[config.mk]
export PLATFORM = sky130hd
export DESIGN_NAME = messbauer_camac_dataway_master_flat
export DESIGN_NICKNAME = d
export VERILOG_FILES = /design/src/rtl/messbauer_camac_dataway_master_if.sv /design/src/rtl/messbauer_camac_dataway_master.sv /design/src/flat_wrapper.sv
export SDC_FILE = /design/constraint.sdc
export NUM_CORES = 1
export LEC_CHECK = 0
export ABC_AREA = 1
export CAP_MARGIN = 40
export CORE_AREA = 2 2 108 131
export CTS_CLUSTER_DIAMETER = 100
export DETAILED_ROUTE_END_ITERATION = 7
export DIE_AREA = 0 0 110 133
export HOLD_SLACK_MARGIN = 0.08
export PLACE_DENSITY = 0.72
export SETUP_SLACK_MARGIN = 0.4
export SLEW_MARGIN = 5
export SYNTH_ARGS = -nofsm -noshare
export SYNTH_HDL_FRONTEND = slang
export SYNTH_SLANG_ARGS = --single-unit
[constraint.sdc]
create_clock -name clk -period 2.3 [get_ports clk]
set_clock_uncertainty 0.1 [all_clocks]
set_input_delay 0.575 -clock clk [delete_from_list [all_inputs] [get_ports clk]]
set_output_delay 0.575 -clock clk [all_outputs]
set_load 0.1 [all_outputs]
[src/rtl/messbauer_camac_dataway_master_if.sv]
// Command/response handshake and CAMAC dataway lines of the dataway master.
// The master modport is the controller's view; the slave modport is the host and crate side.
interface messbauer_camac_dataway_master_if;
    logic        cmd_valid;
    logic        cmd_ready;
    logic        cmd_z;
    logic [4:0]  cmd_n;
    logic [3:0]  cmd_a;
    logic [4:0]  cmd_f;
    logic [23:0] cmd_wdata;

    logic        rsp_valid;
    logic [23:0] rsp_rdata;
    logic        rsp_q;
    logic        rsp_x;

    logic [22:0] dw_n;
    logic [3:0]  dw_a;
    logic [4:0]  dw_f;
    logic [23:0] dw_w;
    logic        dw_s1;
    logic        dw_s2;
    logic        dw_b;
    logic        dw_z;
    logic [23:0] dw_r;
    logic        dw_q;
    logic        dw_x;

    modport master (
        input  cmd_valid, cmd_z, cmd_n, cmd_a, cmd_f, cmd_wdata, dw_r, dw_q, dw_x,
        output cmd_ready, rsp_valid, rsp_rdata, rsp_q, rsp_x,
        output dw_n, dw_a, dw_f, dw_w, dw_s1, dw_s2, dw_b, dw_z
    );

    modport slave (
        output cmd_valid, cmd_z, cmd_n, cmd_a, cmd_f, cmd_wdata, dw_r, dw_q, dw_x,
        input  cmd_ready, rsp_valid, rsp_rdata, rsp_q, rsp_x,
        input  dw_n, dw_a, dw_f, dw_w, dw_s1, dw_s2, dw_b, dw_z
    );
endinterface

[src/rtl/messbauer_camac_dataway_master.sv]
// CAMAC dataway master: runs one N/A/F cycle (or a Z cycle) per accepted command.
// state   | meaning
// IDLE    | ready for a command, dataway released
// SETUP   | N/A/F/W stable before S1
// STROBE1 | S1 asserted; R/Q/X sampled on its last clock
// MID     | gap between S1 and S2
// STROBE2 | S2 asserted
// HOLD    | N/A/F/W held after S2
// DONE    | one-clock response pulse
module messbauer_camac_dataway_master #(
    parameter int unsigned SETUP_CYCLES = 20,
    parameter int unsigned S1_CYCLES    = 10,
    parameter int unsigned MID_CYCLES   = 10,
    parameter int unsigned S2_CYCLES    = 10,
    parameter int unsigned HOLD_CYCLES  = 10
) (
    input  logic clk,
    input  logic rst,
    messbauer_camac_dataway_master_if.master bus
);
    typedef enum logic [2:0] {IDLE, SETUP, STROBE1, MID, STROBE2, HOLD, DONE} state_t;

    // Zero-length phases still take one clock.
    function automatic logic [15:0] load_val(input int unsigned c);
        return (c == 0) ? 16'd0 : 16'(c - 1);
    endfunction

    localparam logic [15:0] SETUP_LD = load_val(SETUP_CYCLES);
    localparam logic [15:0] S1_LD    = load_val(S1_CYCLES);
    localparam logic [15:0] MID_LD   = load_val(MID_CYCLES);
    localparam logic [15:0] S2_LD    = load_val(S2_CYCLES);
    localparam logic [15:0] HOLD_LD  = load_val(HOLD_CYCLES);

    state_t      state, state_nxt;
    logic [15:0] cnt, cnt_nxt;
    logic        accept;

    logic        z_q;
    logic [4:0]  n_q;
    logic [3:0]  a_q;
    logic [4:0]  f_q;
    logic [23:0] w_q;

    logic [23:0] r_in;
    logic        q_in, x_in;
    logic [23:0] r_smp;
    logic        q_smp, x_smp;

    logic [23:0] rsp_rdata_q;
    logic        rsp_q_q, rsp_x_q;

    logic busy, station_ok, is_write, is_read;

    assign station_ok = (n_q >= 5'd1) && (n_q <= 5'd23) && !z_q;
    assign is_write   = !z_q && (f_q >= 5'd16) && (f_q <= 5'd23);
    assign is_read    = !z_q && (f_q <= 5'd7);

    always_comb begin
        state_nxt = state;
        cnt_nxt   = cnt;
        accept    = 1'b0;
        case (state)
            IDLE: begin
                if (bus.cmd_valid) begin
                    accept    = 1'b1;
                    state_nxt = SETUP;
                    cnt_nxt   = SETUP_LD;
                end
            end
            SETUP: begin
                if (cnt == 16'd0) begin
                    state_nxt = STROBE1;
                    cnt_nxt   = S1_LD;
                end else cnt_nxt = cnt - 16'd1;
            end
            STROBE1: begin
                if (cnt == 16'd0) begin
                    state_nxt = MID;
                    cnt_nxt   = MID_LD;
                end else cnt_nxt = cnt - 16'd1;
            end
            MID: begin
                if (cnt == 16'd0) begin
                    state_nxt = STROBE2;
                    cnt_nxt   = S2_LD;
                end else cnt_nxt = cnt - 16'd1;
            end
            STROBE2: begin
                if (cnt == 16'd0) begin
                    state_nxt = HOLD;
                    cnt_nxt   = HOLD_LD;
                end else cnt_nxt = cnt - 16'd1;
            end
            HOLD: begin
                if (cnt == 16'd0) begin
                    state_nxt = DONE;
                    cnt_nxt   = 16'd0;
                end else cnt_nxt = cnt - 16'd1;
            end
            DONE:    state_nxt = IDLE;
            default: state_nxt = IDLE;
        endcase
    end

    always_ff @(posedge clk) begin
        if (rst) begin
            state       <= IDLE;
            cnt         <= 16'd0;
            z_q         <= 1'b0;
            n_q         <= 5'd0;
            a_q         <= 4'd0;
            f_q         <= 5'd0;
            w_q         <= 24'd0;
            r_in        <= 24'd0;
            q_in        <= 1'b0;
            x_in        <= 1'b0;
            r_smp       <= 24'd0;
            q_smp       <= 1'b0;
            x_smp       <= 1'b0;
            rsp_rdata_q <= 24'd0;
            rsp_q_q     <= 1'b0;
            rsp_x_q     <= 1'b0;
        end else begin
            state <= state_nxt;
            cnt   <= cnt_nxt;
            r_in  <= bus.dw_r;
            q_in  <= bus.dw_q;
            x_in  <= bus.dw_x;
            if (accept) begin
                z_q <= bus.cmd_z;
                n_q <= bus.cmd_n;
                a_q <= bus.cmd_a;
                f_q <= bus.cmd_f;
                w_q <= bus.cmd_wdata;
            end
            if (state == STROBE1 && cnt == 16'd0) begin
                r_smp <= r_in;
                q_smp <= q_in;
                x_smp <= x_in;
            end
            // Response registers change only as DONE is entered, so they stay valid until the next one.
            if (state == HOLD && cnt == 16'd0) begin
                rsp_rdata_q <= is_read ? r_smp : 24'd0;
                rsp_q_q     <= station_ok & q_smp;
                rsp_x_q     <= station_ok & x_smp;
            end
        end
    end

    assign busy = (state == SETUP) || (state == STROBE1) || (state == MID) ||
                  (state == STROBE2) || (state == HOLD);

    assign bus.cmd_ready = (state == IDLE);
    assign bus.rsp_valid = (state == DONE);
    assign bus.rsp_rdata = rsp_rdata_q;
    assign bus.rsp_q     = rsp_q_q;
    assign bus.rsp_x     = rsp_x_q;

    assign bus.dw_b  = busy;
    assign bus.dw_z  = busy & z_q;
    assign bus.dw_s1 = (state == STROBE1);
    assign bus.dw_s2 = (state == STROBE2);
    assign bus.dw_a  = (busy && !z_q) ? a_q : 4'd0;
    assign bus.dw_f  = (busy && !z_q) ? f_q : 5'd0;
    assign bus.dw_n  = (busy && station_ok) ? (23'd1 << (n_q - 5'd1)) : 23'd0;
    assign bus.dw_w  = (busy && is_write) ? w_q : 24'd0;
endmodule
[src/flat_wrapper.sv]
// flat-port wrapper written by rule: the top's interface ports become plain ports
module messbauer_camac_dataway_master_flat 
#(
    parameter int unsigned SETUP_CYCLES = 20,
    parameter int unsigned S1_CYCLES    = 10,
    parameter int unsigned MID_CYCLES   = 10,
    parameter int unsigned S2_CYCLES    = 10,
    parameter int unsigned HOLD_CYCLES  = 10
)
  (clk, rst, bus_cmd_valid, bus_cmd_z, bus_cmd_n, bus_cmd_a, bus_cmd_f, bus_cmd_wdata, bus_dw_r, bus_dw_q, bus_dw_x, bus_cmd_ready, bus_rsp_valid, bus_rsp_rdata, bus_rsp_q, bus_rsp_x, bus_dw_n, bus_dw_a, bus_dw_f, bus_dw_w, bus_dw_s1, bus_dw_s2, bus_dw_b, bus_dw_z);
  messbauer_camac_dataway_master_if bus_i ();
  input  logic clk;
  input  logic rst;
  input wire logic [$bits(bus_i.cmd_valid)-1:0] bus_cmd_valid;
  input wire logic [$bits(bus_i.cmd_z)-1:0] bus_cmd_z;
  input wire logic [$bits(bus_i.cmd_n)-1:0] bus_cmd_n;
  input wire logic [$bits(bus_i.cmd_a)-1:0] bus_cmd_a;
  input wire logic [$bits(bus_i.cmd_f)-1:0] bus_cmd_f;
  input wire logic [$bits(bus_i.cmd_wdata)-1:0] bus_cmd_wdata;
  input wire logic [$bits(bus_i.dw_r)-1:0] bus_dw_r;
  input wire logic [$bits(bus_i.dw_q)-1:0] bus_dw_q;
  input wire logic [$bits(bus_i.dw_x)-1:0] bus_dw_x;
  output wire logic [$bits(bus_i.cmd_ready)-1:0] bus_cmd_ready;
  output wire logic [$bits(bus_i.rsp_valid)-1:0] bus_rsp_valid;
  output wire logic [$bits(bus_i.rsp_rdata)-1:0] bus_rsp_rdata;
  output wire logic [$bits(bus_i.rsp_q)-1:0] bus_rsp_q;
  output wire logic [$bits(bus_i.rsp_x)-1:0] bus_rsp_x;
  output wire logic [$bits(bus_i.dw_n)-1:0] bus_dw_n;
  output wire logic [$bits(bus_i.dw_a)-1:0] bus_dw_a;
  output wire logic [$bits(bus_i.dw_f)-1:0] bus_dw_f;
  output wire logic [$bits(bus_i.dw_w)-1:0] bus_dw_w;
  output wire logic [$bits(bus_i.dw_s1)-1:0] bus_dw_s1;
  output wire logic [$bits(bus_i.dw_s2)-1:0] bus_dw_s2;
  output wire logic [$bits(bus_i.dw_b)-1:0] bus_dw_b;
  output wire logic [$bits(bus_i.dw_z)-1:0] bus_dw_z;
  assign bus_i.cmd_valid = bus_cmd_valid;
  assign bus_i.cmd_z = bus_cmd_z;
  assign bus_i.cmd_n = bus_cmd_n;
  assign bus_i.cmd_a = bus_cmd_a;
  assign bus_i.cmd_f = bus_cmd_f;
  assign bus_i.cmd_wdata = bus_cmd_wdata;
  assign bus_i.dw_r = bus_dw_r;
  assign bus_i.dw_q = bus_dw_q;
  assign bus_i.dw_x = bus_dw_x;
  assign bus_cmd_ready = bus_i.cmd_ready;
  assign bus_rsp_valid = bus_i.rsp_valid;
  assign bus_rsp_rdata = bus_i.rsp_rdata;
  assign bus_rsp_q = bus_i.rsp_q;
  assign bus_rsp_x = bus_i.rsp_x;
  assign bus_dw_n = bus_i.dw_n;
  assign bus_dw_a = bus_i.dw_a;
  assign bus_dw_f = bus_i.dw_f;
  assign bus_dw_w = bus_i.dw_w;
  assign bus_dw_s1 = bus_i.dw_s1;
  assign bus_dw_s2 = bus_i.dw_s2;
  assign bus_dw_b = bus_i.dw_b;
  assign bus_dw_z = bus_i.dw_z;
  messbauer_camac_dataway_master #(.SETUP_CYCLES(SETUP_CYCLES), .S1_CYCLES(S1_CYCLES), .MID_CYCLES(MID_CYCLES), .S2_CYCLES(S2_CYCLES), .HOLD_CYCLES(HOLD_CYCLES)) u_core (.clk(clk), .rst(rst), .bus(bus_i));
endmodule
* Yosys cells after proc, flatten, opt, wreduce, memory -nomap -nowiden
Index checks and enable logic that the tools add are counted.
Cells by class: add/sub/neg operators 2, $mul 0, divide/modulo/power cells 0, order comparisons 5, equal/unequal tests 12, shift-type cells 1, multiplexer cells 18, bitwise operators 3, reduce and logical (&&, ||, !) cells 21
Operator list (count):
- $mux 16 | 3
- $mux 24 | 2
- $pmux 16 s3 | 1
- $mux 23 | 1
- $shl 1x5->23 const A | 1
- $mux 3 | 6
- $pmux 3 s6 | 1
- $logic_not 16->1 | 1
- $sub 16x1->16 const B | 1
- $le 5x5->1 const B | 2
- $logic_and 1x1->1 | 10
- $ne 2x1->1 const B | 5
- $eq 3x3->1 const B | 3
- $eq 3x2->1 const B | 2
- $reduce_and 6->1 | 1
- $ge 5x1->1 const B | 1
- $ge 5x5->1 const B | 1
- $le 5x3->1 const B | 1
- $mux 5 | 1
- $sub 5x1->5 const B | 1
- $logic_or 1x1->1 | 4
- $mux 4 | 1
- $reduce_or 4->1 | 1
- $and 1x1->1 | 3
- 7 further kinds | 8
Word-level totals: bits in registers 136, bits in latches 0, bits in writable memories 0, ROM bits 0, input port bits 68, output and inout port bits 88, word-level logic and storage cells 78, memories kept 0

* Longest topological paths before layout
Gate-level depths: netlist (run 1).
depth after elaboration 7, mapped depth 10, mapped depth without buffers 10

* Worst setup path before layout (run 1)
OpenSTA, ideal clock, no wires.
path type reg-to-output, from reg u_core.state[0], to out bus_dw_n[7], data arrival time 3670 ps, required time 1625 ps, slack -2045 ps, stages on the path, launching flop included 7, cells stage by stage dfxtp_1 -> nor2_2 -> nand2_2 -> nand2_4 -> nor2_2 -> inv_2 -> nor4_1
Between the ends: cells in the longest elaborated chain, start to end 7, elaborated cells between the ends (all ways) 11, those cells by class 5 x eq/ne; 1 x mux; 5 x reduce/logical
Ends and longest elaborated chain:
- from (decl) | line messbauer_camac_dataway_master.sv:34 | state_t state, state_nxt;
- from (signal assigned) | line messbauer_camac_dataway_master.sv:124 | state <= state_nxt;
- $eq 3x1->1 / $eq 3x2->1 (equally long branches) | line messbauer_camac_dataway_master.sv:150 | assign busy = (state == SETUP) || (state == STROBE1) || (state == MID) ||
- $logic_or 1x1->1 (3 in series) | line messbauer_camac_dataway_master.sv:150
- $logic_or 1x1->1 * | line messbauer_camac_dataway_master.sv:151 | (state == STROBE2) || (state == HOLD);
- $logic_and 1x1->1 * | line messbauer_camac_dataway_master.sv:165 | assign bus.dw_n = (busy && station_ok) ? (23'd1 << (n_q - 5'd1)) : 23'd0;
- $mux 23 * | line messbauer_camac_dataway_master.sv:165
- to (decl) | line flat_wrapper.sv:28 | output wire logic [$bits(bus_i.dw_n)-1:0] bus_dw_n;
Every way passes the cells marked *; elsewhere a longest branch is shown, timed or not.

* Worst setup path in the final report (run 1)
from reg u_core.state[1], to out bus_dw_w[17]
Between the ends: cells in the longest elaborated chain, start to end 7, elaborated cells between the ends (all ways) 11, those cells by class 5 x eq/ne; 1 x mux; 5 x reduce/logical
Ends and longest elaborated chain:
- $eq 3x1->1 / $eq 3x2->1 (equally long branches) | line messbauer_camac_dataway_master.sv:150
- $logic_or 1x1->1 (3 in series) | line messbauer_camac_dataway_master.sv:150
- $logic_or 1x1->1 * | line messbauer_camac_dataway_master.sv:151
- $logic_and 1x1->1 * | line messbauer_camac_dataway_master.sv:166 | assign bus.dw_w = (busy && is_write) ? w_q : 24'd0;
- $mux 24 * | line messbauer_camac_dataway_master.sv:166
- to (decl) | line flat_wrapper.sv:31 | output wire logic [$bits(bus_i.dw_w)-1:0] bus_dw_w;
Marks and branches as above.

==> results.py, run 1 <==
metrics = {
    "global_route": {
        "globalRouteMet1Util_pct": 26.7,
        "top_usage_layer": "met2",
        "antenna_found_initial": 0,
        "use_met2_pct": 35.7,
        "gr-usage-met3_pct": 4.98,
        "grt.overflow.total": 0,
        "grt_pass1_wl_mm": 24.8,
        "grt_max_degree": 55,
        "grt_pass1_vias": 5221,
        "grt_use_total_pct": 21.2,
    },
    "synth": {
        "synth_edf_count": 0,
        "syn_area_um2": 5660,
        "ys.flop_type": "dfxtp_1",
        "synthMuxAreaShare_pct": 0,
        "synth_top_cell_area_share_pct": 48.1,
        "synth_xor_area_share_pct": 0.773,
        "synthAdderAreaFrac_pct": 0.221,
        "ys_ff_latch": 136,
        "synth_warnings": 0,
        "netlist_top_cells_area": "dfxtp_1 48%, a21oi_1 8.8%, nor2_1 8.5%",
        "yosysSeqAreaShare_pct": 48.1,
        "synth.distinct_cells": 29,
        "async_reset_ff_share_pct": 0,
        "syn_avg_cell_area_um2": 7.22,
        "netlist_instances": 784,
        "synth_fp_nets": 853,
        "synth-simple-area-share_pct": 26.6,
        "synth_top_area_cell": "dfxtp_1",
        "synth_compound_area_share_pct": 13.5,
        "synth_top_family_by_area": "simple AND/OR/NAND/NOR gates",
    },
    "sta": {
        "worst_pin_slew_ps": 537,
        "fmax_mhz": 389,
        "drv_slew": 0,
        "setup_ws_ps": -270,
        "rsz0062_at_grt": "yes",
        "setup_violations": 55,
        "hold-worst-slack_ps": 361,
        "slew_headroom_pct": 64.2,
        "finalCriticalPeriod_ps": 2570,
        "hold_violations": 0,
        "setup_tns_ps": -11690,
        "fin_crit_sh_pct": 112,
    },
    "clock_tree": {
        "clk_latency_ps": 410,
        "cts_buffer_depth": 2,
        "holdBufCountCts": 0,
        "cts_tree": "built",
        "h-tree-depth": 4,
        "clock_sinks": 136,
        "cts_root_buf": "clkbuf_16",
        "clkTransAtPathRegs_ps": 60,
        "cts_made_buffers": 17,
    },
    "worst_setup_path": {
        "crit_buf_inv": 4,
        "crit_slowest_cell": "dfxtp_4",
        "path_cells": "inv_4, nand2_4, nand2_4, nor2_4, inv_4, nor2_4, nand2_4, clkbuf_16, nor2_4, buf_12",
        "cp_top_family": "simple AND/OR/NAND/NOR gates",
        "startpoint_type": "flop",
        "reg2reg_to": "u_core.bus.rsp_rdata[18]",
        "cp.depth": 10,
        "crit_start": "u_core.state[1]",
        "cp_max_fo": 6,
        "slowest_delay_ps": 370,
        "critPathArrivalTime_ps": 1890,
        "cp.required_ps": 1620,
        "crit_end": "bus_dw_w[17]",
        "r2r-start": "u_core.cnt[0]",
        "rr_worst_depth": 9,
        "path_class": "flop to primary output",
        "reg2reg_slack_ps": 550,
        "end_kind": "primary output",
    },
    "layout": {
        "diodes": 0,
        "nNetsFinal": 1036,
        "final.fill_count": 1014,
        "regArea_um2": 2740,
        "final_common_cell": "dfxtp_1",
        "final_cell_mix": "129 x dfxtp_1, 107 x nand2_1, 103 x inv_1",
        "multiInputGateArea_um2": 2910,
        "drive_gt1_share_pct": 28.6,
        "syn_to_final_growth_pct": 68.6,
    },
    "outcome": {
        "outcome": "finished with violations",
        "violations": "setup timing",
    },
    "die": {
        "initial_core_util_pct": 42.0,
        "die_h_um": 133,
        "rows": 47,
        "fp.dieW_um": 110,
        "die-area_um2": 14600,
        "io_pins": 156,
        "core-area_um2": 13500,
    },
    "placed_design": {
        "gp_congestion": 0.829,
        "port-buffer-count": 155,
        "post-place-ws_ps": 59.2,
        "dp.final_hpwl_mm": 10.3,
    },
    "drt": {
        "wire_per_inst_um": 13.3,
        "drt_wl_total_mm": 15.4,
        "postRouteAntennaNets": 0,
        "drt_iter0_markers": 232,
        "vias": 5487,
        "drc": 0,
        "vias_per_cell": 4.77,
        "drt_pass1_iterations": 5,
    },
    "power": {
        "irDropWorstVdd_mv": 0.604,
        "leakagePower_uw": 0.00376,
        "pwr_density_cell_nw_per_um2": 1190,
        "p_total_uw": 11400,
    },
    "min_path": {
        "min_path_type": "flop to flop",
    },
    "job": {
        "cap_violations": 0,
    },
}
[tightest hold or removal path, delay by kind of cell, from the launching register on]
kind               cells  cell delay (ps)
DFF                    1              310
and+or+nand+nor        1               60
AOI/OAI and AO/OA      1               50
[power by group]
part           switching, uW  internal [uW]  total, uW
Combinational           3570           1990       5560
Clock                   1180           1670       2850
Sequential               225           2740       2960
[final cells by class]
type,instances,share of cell area [%]
inverter,116,4.86
clock inverter,15,2.11
timing repair buffer,203,27.1
sequential,136,28.7
tap,171,2.24
clock buffer,17,4.46
multi-input combinational,493,30.5
[cell families after synthesis]
kind of cell / Yosys count
adders and majority gates: 1
xor gates and xnor gates: 5
and+or+nand+nor: 337
AOI/OAI and AO/OA: 150
DFF: 136
buffers and inverters: 155
[metrics by stage]
stage	instance area [um^2]	utilization, %	std cells
final	9540	70.9	1151
after CTS	9340	69.3	1141
after global routing	9540	70.9	1151
after floorplan	6170	-	784
after global placement	8460	62.8	1094
after detailed placement	8460	62.8	1094
[Yosys cell counts, types with 5 or more instances]
library cell and count:
nor3_1 5, clkbuf_1 23, nand2_1 113, a21oi_1 100, nor2_1 128, xor2_1 5, inv_1 111, nand2_2 6
nand3_1 51, o21ai_0 46, dfxtp_1 136, nand3b_1 18, buf_2 13
[how the worst min path moves through the flow]
| stage | from | to | cells past startpoint |
|---|---|---|---|
| floorplan | u_core.q_smp | u_core.q_smp | 2 |
| detailed placement | u_core.r_smp[13] | u_core.r_smp[13] | 2 |
| CTS | u_core.r_smp[5] | u_core.r_smp[5] | 2 |
| global route | u_core.r_in[8] | u_core.r_smp[8] | 2 |
| finish | u_core.bus.rsp_rdata[2] | u_core.bus.rsp_rdata[2] | 2 |
| global placement | u_core.r_smp[20] | u_core.r_smp[20] | 2 |
[state kept, by name, summed over array words and instances, names as in the netlist]
register and flops:
u_core.x_smp 1, u_core.bus.rsp_x 1, u_core.x_in 1, u_core.r_smp 24
u_core.bus.rsp_q 1, u_core.n_q 5, u_core.z_q 1, u_core.q_in 1
u_core.a_q 4, u_core.w_q 24, u_core.state 3, u_core.f_q 5
u_core.bus.rsp_rdata 24, u_core.q_smp 1, u_core.r_in 24, u_core.cnt 16
[what timing repair did]
action	4_1_cts	5_1_grt
cloned	1	2
endpoints found under the setup margin	89	123
setup buffers	14	8
resized for setup	38	23
pin swaps	19	14
[metal layers]
metal,part of all wire (%),vias to the layer above
met1,43,2500
li1,-,2835
met4,0.55,0
met2,51,144
met3,5.1,8
met5,0,-
No activity file was read; power rests on OpenSTA's default activity.
==> run 2: changes to the inputs <==
--- a/config.mk
+++ b/config.mk
@@ -6,6 +6,7 @@
 export NUM_CORES = 1
 export LEC_CHECK = 0
 export ABC_AREA = 1
+export ABC_CLOCK_PERIOD_IN_PS = 2300
 export CAP_MARGIN = 40
 export CORE_AREA = 2 2 108 131
 export CTS_CLUSTER_DIAMETER = 100
==> results of run 2 <==
The final DEF is identical to that of run 1; final timing and power are the same.
==> run 3: changes to the inputs <==
--- a/config.mk
+++ b/config.mk
@@ -7,7 +7,6 @@
 export LEC_CHECK = 0
 export ABC_AREA = 1
 export ABC_CLOCK_PERIOD_IN_PS = 2300
-export CAP_MARGIN = 40
 export CORE_AREA = 2 2 108 131
 export CTS_CLUSTER_DIAMETER = 100
 export DETAILED_ROUTE_END_ITERATION = 7
==> results of run 3 <==
The final DEF is identical to that of run 1; final timing and power are the same.
